==> src/rtl/ring_osc_sweep_ctrl.sv <==
// ring_osc_sweep_ctrl: steps the ring oscillator through one tap or a 0..7 sweep,
// settling each tap, counting osc edges over a fixed clk window and streaming the result.
module ring_osc_sweep_ctrl #(
    parameter int CW     = 16,
    parameter int SETTLE = 16,
    parameter int WINDOW = 256
) (
    input  logic          clk,
    input  logic          rst,
    input  logic          start,
    input  logic          single,
    input  logic [2:0]    tap_sel,
    input  logic          abort,
    input  logic [CW-1:0] osc_cnt,
    output logic [2:0]    tap,
    output logic          osc_en,
    output logic          busy,
    output logic          res_valid,
    input  logic          res_ready,
    output logic [2:0]    res_tap,
    output logic [CW-1:0] res_count,
    output logic          done
);
    localparam int MX = SETTLE > WINDOW ? SETTLE : WINDOW;
    localparam int TW = MX > 1 ? $clog2(MX) : 1;

    typedef enum logic [1:0] {S_IDLE, S_SETTLE, S_MEASURE, S_REPORT} state_t;

    state_t        state, nxt;
    logic [TW-1:0] timer;
    logic [CW-1:0] base;
    logic          single_l, last, tmo, kill;

    always_ff @(posedge clk) begin
        if (rst) state <= S_IDLE;
        else     state <= nxt;
    end

    always_comb begin
        tmo  = timer == '0;
        kill = state != S_IDLE && abort;
        last = single_l || tap == 3'd7;
        nxt  = kill                              ? S_IDLE    :
               (state == S_IDLE    && start)     ? S_SETTLE  :
               (state == S_SETTLE  && tmo)       ? S_MEASURE :
               (state == S_MEASURE && tmo)       ? S_REPORT  :
               (state == S_REPORT  && res_ready) ? (last ? S_IDLE : S_SETTLE) :
                                                   state;
    end

    always_comb begin
        osc_en    = state == S_SETTLE || state == S_MEASURE;
        busy      = state != S_IDLE;
        res_valid = state == S_REPORT;
    end

    // Abort leaves tap and the last result untouched; only the state collapses to IDLE.
    always_ff @(posedge clk) begin
        if (rst) begin
            timer     <= '0;
            base      <= '0;
            single_l  <= 1'b0;
            tap       <= 3'd0;
            res_tap   <= 3'd0;
            res_count <= '0;
            done      <= 1'b0;
        end else begin
            done <= 1'b0;
            if (!kill) begin
                case (state)
                    S_IDLE: if (start) begin
                        single_l <= single;
                        tap      <= single ? tap_sel : 3'd0;
                        timer    <= TW'(SETTLE - 1);
                    end
                    S_SETTLE: begin
                        timer <= tmo ? TW'(WINDOW - 1) : timer - TW'(1);
                        if (tmo) base <= osc_cnt;
                    end
                    S_MEASURE: begin
                        timer <= timer - TW'(1);
                        if (tmo) begin
                            res_count <= osc_cnt - base;
                            res_tap   <= tap;
                        end
                    end
                    S_REPORT: if (res_ready) begin
                        if (last) done <= 1'b1;
                        else begin
                            tap   <= tap + 3'd1;
                            timer <= TW'(SETTLE - 1);
                        end
                    end
                    default: ;
                endcase
            end
        end
    end
endmodule

==> config.mk <==
export PLATFORM = sky130hd
export DESIGN_NAME = ring_osc_sweep_ctrl
export DESIGN_NICKNAME = d
export VERILOG_FILES = /design/src/rtl/ring_osc_sweep_ctrl.sv
export SDC_FILE = /design/constraint.sdc
export NUM_CORES = 1
export LEC_CHECK = 0
export ABC_AREA = 1
export BUFFER_PORTS_ARGS = -buffer_cell sky130_fd_sc_hd__buf_2
export CORE_ASPECT_RATIO = 1.5
export CORE_MARGIN = 5
export CORE_UTILIZATION = 45
export CTS_CLUSTER_DIAMETER = 50
export DETAILED_ROUTE_END_ITERATION = 8
export HOLD_SLACK_MARGIN = 0.05
export PLACE_DENSITY = 0.77
export SETUP_SLACK_MARGIN = 0.1
export SYNTH_ARGS = -nofsm -noshare
export SYNTH_HDL_FRONTEND = slang
export SYNTH_SLANG_ARGS = --single-unit
export TNS_END_PERCENT = 50
==> constraint.sdc <==
create_clock -name clk -period 2.6 [get_ports clk]
set_input_delay 0.26 -clock clk [delete_from_list [all_inputs] [get_ports clk]]
set_output_delay 0.26 -clock clk [all_outputs]
set_load 0.05 [all_outputs]
==> Word level (Yosys, flattened, before mapping) <==
Cells that the tools add are included.
{ "word_totals": {"ff_bits": 50, "latch_bits": 0, "ramBits": 0, "mem_bits_ro": 0, "elab_cells": 59, "n_memories": 0} }
{ "classes": {"add_sub_neg": 3, "n_mul": 0, "div": 0, "order_cmp": 0, "n_eq_ne": 7, "shifts": 0, "muxes": 16, "bitwise_logic": 3, "reduce_logical": 21} }
{ "ops": {"columns": ["operator", "count"], "rows": [
  ["$mux W8", 4],
  ["$pmux W8 S4", 1],
  ["$sub A16 B16 Y16", 1],
  ["$mux W3", 4],
  ["$reduce_and A3 Y1", 3],
  ["$logic_not A8 Y1", 1],
  ["$sub A8 B1 Y8 const B", 1],
  ["$mux W2", 3],
  ["$pmux W3 S2", 1],
  ["$logic_and A1 B1 Y1", 5],
  ["$reduce_and A5 Y1", 1],
  ["$eq A2 B2 Y1 const B", 2],
  ["$ne A2 B2 Y1 const B", 2],
  ["$reduce_and A4 Y1", 1],
  ["$reduce_bool A2 Y1", 2],
  ["$reduce_bool A4 Y1", 1],
  ["$reduce_or A4 Y1", 1],
  ["$add A3 B1 Y3 const B", 1],
  ["$eq A3 B3 Y1 const B", 1],
  ["$mux W1", 3],
  ["$not A1 Y1", 3],
  ["$reduce_bool A3 Y1", 1],
  ["$reduce_or A3 Y1", 1],
  ["$eq A2 B1 Y1 const B", 1],
  ["4 further kinds", 5]
]} }

==> Depth between registers and ports, before layout <==
{ "depth": {"ltp_word": 7, "ltp_mapped": 13, "ltp_nobuf": 13} }

==> Worst setup path after synthesis <==
OpenSTA, ideal clock, no wires.
{ "synth_timing": {"path_type": "register to register", "start": "register tap[0]", "end": "register tap[0]", "setup_time_ps": 128, "arrival_time_ps": 1762, "slack_ps": 710, "path_stages_with_launch": 11, "path_buffers": 0, "path_cell_list": "dfxtp_1 -> ha_1 -> ha_1 -> inv_1 -> nand2_1 -> inv_1 -> nand2_1 -> a21boi_4 -> o21ai_1 -> o21ai_0 -> a21oi_1"} }
{ "synth_via": {"elab_chain_len": 4} }
{ "synth_rtl": {"columns": ["item", "line_no", "source"], "rows": [
  ["start, declared", "15", "output logic [2:0] tap,"],
  ["start signal, assigned", "73", "tap <= single ? tap_sel : 3'd0;"],
  ["start signal, assigned", "90", "tap <= tap + 3'd1;"],
  ["$add A3 B1 Y3 / $eq A3 B3 Y1 (equally long branches)", "90, 42", null],
  ["$mux W3 / $logic_or A1 B1 Y1 (equally long branches)", "88, 42", null],
  ["$mux W3 / $ne A2 B2 Y1 (equally long branches)", null, null],
  ["$pmux W3 S2 / $reduce_and A5 Y1 (equally long branches)", null, null]
]} }
Parallel ways exist; a longest one is shown, timed or not. The select of a mux whose other input is x is not followed.
A chain may end at the register's enable or synchronous reset.

==> Worst setup path in the final report <==
{ "layout_timing": {"start": "register tap[0]", "end": "register timer[4]"} }
{ "layout_via": {"elab_chain_len": 4} }
{ "layout_rtl": {"columns": ["item", "line_no", "source"], "rows": [
  ["$eq A3 B3 Y1", "42", "last = single_l || tap == 3'd7;"],
  ["$logic_or A1 B1 Y1", "42", null],
  ["$ne A2 B2 Y1 (no line)", null, null],
  ["$reduce_and A4 Y1 (no line)", null, null],
  ["end signal, assigned", "74", "timer <= TW'(SETTLE - 1);"],
  ["end signal, assigned", "77", "timer <= tmo ? TW'(WINDOW - 1) : timer - TW'(1);"],
  ["end signal, assigned", "81", "timer <= timer - TW'(1);"],
  ["end, declared", "30", "logic [TW-1:0] timer;"]
]} }
No other way between the ends.

==> results.ini <==
[worst_setup_path]
worst_r2r_path_depth=11
critPathLaunchType=flip-flop
worst_ep_arrival_time_ns=2.07
r2r_setup_slack_ns=0.76
r2r_end=timer[4]
cp.required_ns=2.84
cp-end-kind=flip-flop
crit_type=reg -> reg
r2r-start=tap[0]
worst-path-max-fanout=10

[clock_network]
cts_made_buffers=5
cts_sinks=50
clock_latency_ns=0.30
cts_tree=done
h-tree-depth=2
clkTransAtPathRegs_ns=0.09
post_cts_resized=0
cts_setup_buffers=0
cts_hold_buf=0
root_buffer=clkbuf_8
cts_buffer_depth=2

[cells_and_area]
area_growth_syn_to_layout_pct=12.4
final_common_cell=nand2_1
layout_common_cells=nand2_1 (106), inv_1 (83), dfxtp_1 (50), buf_2 (50), a21oi_1 (49)
drive_gt1_frac=0.147
diodes=0
nets=551

[die]
die_area_mm2=0.00865
dieHeight_um=111
initial_core_util=0.457
die_width_um=77.6
rows=37
core-area_mm2=0.00676
num_io_pins=51

[routing]
routed-via-count=2850
drtPass1Iterations=5
vias_per_cell=4.90
drcViolationCount=0
drt-initial-drc-count=85
drt_wl_total_um=6530
wl_per_cell_um=11.2
postRouteAntennaNets=0

[sta]
tns_ns=0
setup_viol=0
relSlewSlack=0.743
final.period_utilization=0.706
max_freq_mhz=544
timing_hold_violations_final=0
finalClockSkew_ns=0.00523
rsz0062_at_grt=no
worst_slew_pin_slew_ns=0.386
fin_crit_ns=1.84
maxSlewViolCount=0

[yosys]
avgSynthCellArea_um2=6.80
ys_ff_latch=50
async_flop_share=0
syn-num-nets=502
synth_top_flop_cell=dfxtp_1
netlist_area_mm2=0.00309
yosysSeqAreaShare=0.324
synthCells=454
ys_warn_count=0
synth-edff-count=0
synth_cell_type_count=34

[global_routing]
grt_util_all_layers=0.155
grt_pass1_vias=2590
overflow=0
grt_antenna_before_repair=0
grt_max_degree=45
grt_first_pass_wirelength_um=11300

[hold_path]
hold_class=in -> reg
whs_path_depth=2
hold_path_startpoint=rst
min_to=timer[5]

[place]
place_congestion=0.883
hpwl_um=5160
io_buffers=50

[job]
cap_violations=0

[power]
p_total_w=0.00234
ir_worst_vdd_mv=0.284
powerDensity_mw_per_mm2=675
leakage_nw=1.84

[run_status]
status=finished, final reports clean

[metal layers]
metal  vias up  part of all wire  global-route usage
li1       1536                 -                   -
met2        66              0.51               0.273
met1      1239              0.43               0.186
met4         0             0.017              0.0493
met5         -                 0                   0
met3         9             0.046              0.0291
[through the flow]
step	area [µm²]	cells	hold slack (ns)	utilization	setup WS, ns
2_1_floorplan	3090	454	0.329	-	0.710
3_3_place_gp	3370	574	0.440	0.498	0.755
3_5_place_dp	3370	574	0.448	0.498	0.731
4_1_cts	3470	582	0.181	0.514	0.773
5_1_grt	3470	582	0.177	0.514	0.603
6_report	3470	582	0.194	0.514	0.763
[worst max-delay path by stage]
stage	startpoint	to	slack (ns)	cells after the start
after global routing	timer[0]	res_count[7]	0.60	10
final	tap[0]	timer[4]	0.76	11
after CTS	tap[0]	timer[4]	0.77	11
after global placement	osc_cnt[0]	res_count[8]	0.75	12
after floorplan	tap[0]	tap[0]	0.71	10
after detailed placement	osc_cnt[0]	res_count[8]	0.73	12
[flip-flops by register name, indices dropped and copies added, names as in the netlist]
name	cells
done	1
res_count	16
tap	3
timer	8
state	2
res_tap	3
base	16
single_l	1
[critical path, stage by stage (launching register included)]
cell	delay, ns
dfxtp_1	0.34
ha_1	0.20
ha_1	0.17
inv_1	0.05
nand2_1	0.06
inv_1	0.07
nand2_1	0.08
a21boi_4	0.26
nand2_2	0.10
nor2_1	0.22
nand2_1	0.08
a21oi_1	0.13
[final cells by class]
cell class	count	area, µm²
Multi-Input combinational cell	310	1680
Inverter	84	318
Clock inverter	1	8.76
Sequential cell	50	1000
Timing Repair Buffer	52	265
Fill cell	686	3290
Clock buffer	7	96.3
Tap cell	78	97.6
[cells by family (layout without fill, tap and decap cells)]
group | count (synthesis) | count (layout) | share of synthesized area
buf+inv | 94 | 144 | 0.130
flops | 50 | 50 | 0.324
fa+ha+maj | 23 | 23 | 0.0956
simple gates | 176 | 176 | 0.246
xor+xnor | 9 | 9 | 0.0255
compound gates | 102 | 102 | 0.178
[where the power goes]
group          total (W)  leakage [nW]  switching, W  internal, W
Clock           0.000498        0.0544      0.000254     0.000244
Combinational   0.000945          1.38      0.000624     0.000322
Sequential      0.000899         0.406     0.0000503     0.000849
Total            0.00234          1.84      0.000928      0.00141
[cell usage after synthesis, types with 2 or more instances]
library cell    n  share of area
o21a_1          6          0.015
nand2_1       106           0.13
nor3_1          6         0.0097
ha_1           22          0.089
o21ai_1         3         0.0049
nor2_1         24          0.029
dfxtp_1        50           0.32
o21ai_0        38          0.062
xor2_1          4          0.011
inv_1          83           0.10
nand3_1        27          0.044
buf_6           3          0.011
a31oi_1         2         0.0041
or2_2           3         0.0061
nand2_2         3         0.0061
xnor2_1         5          0.014
a21oi_1        49          0.079
nor2_2          2         0.0041
clkbuf_1        3         0.0036
No activity file was read; power rests on OpenSTA's default activity.
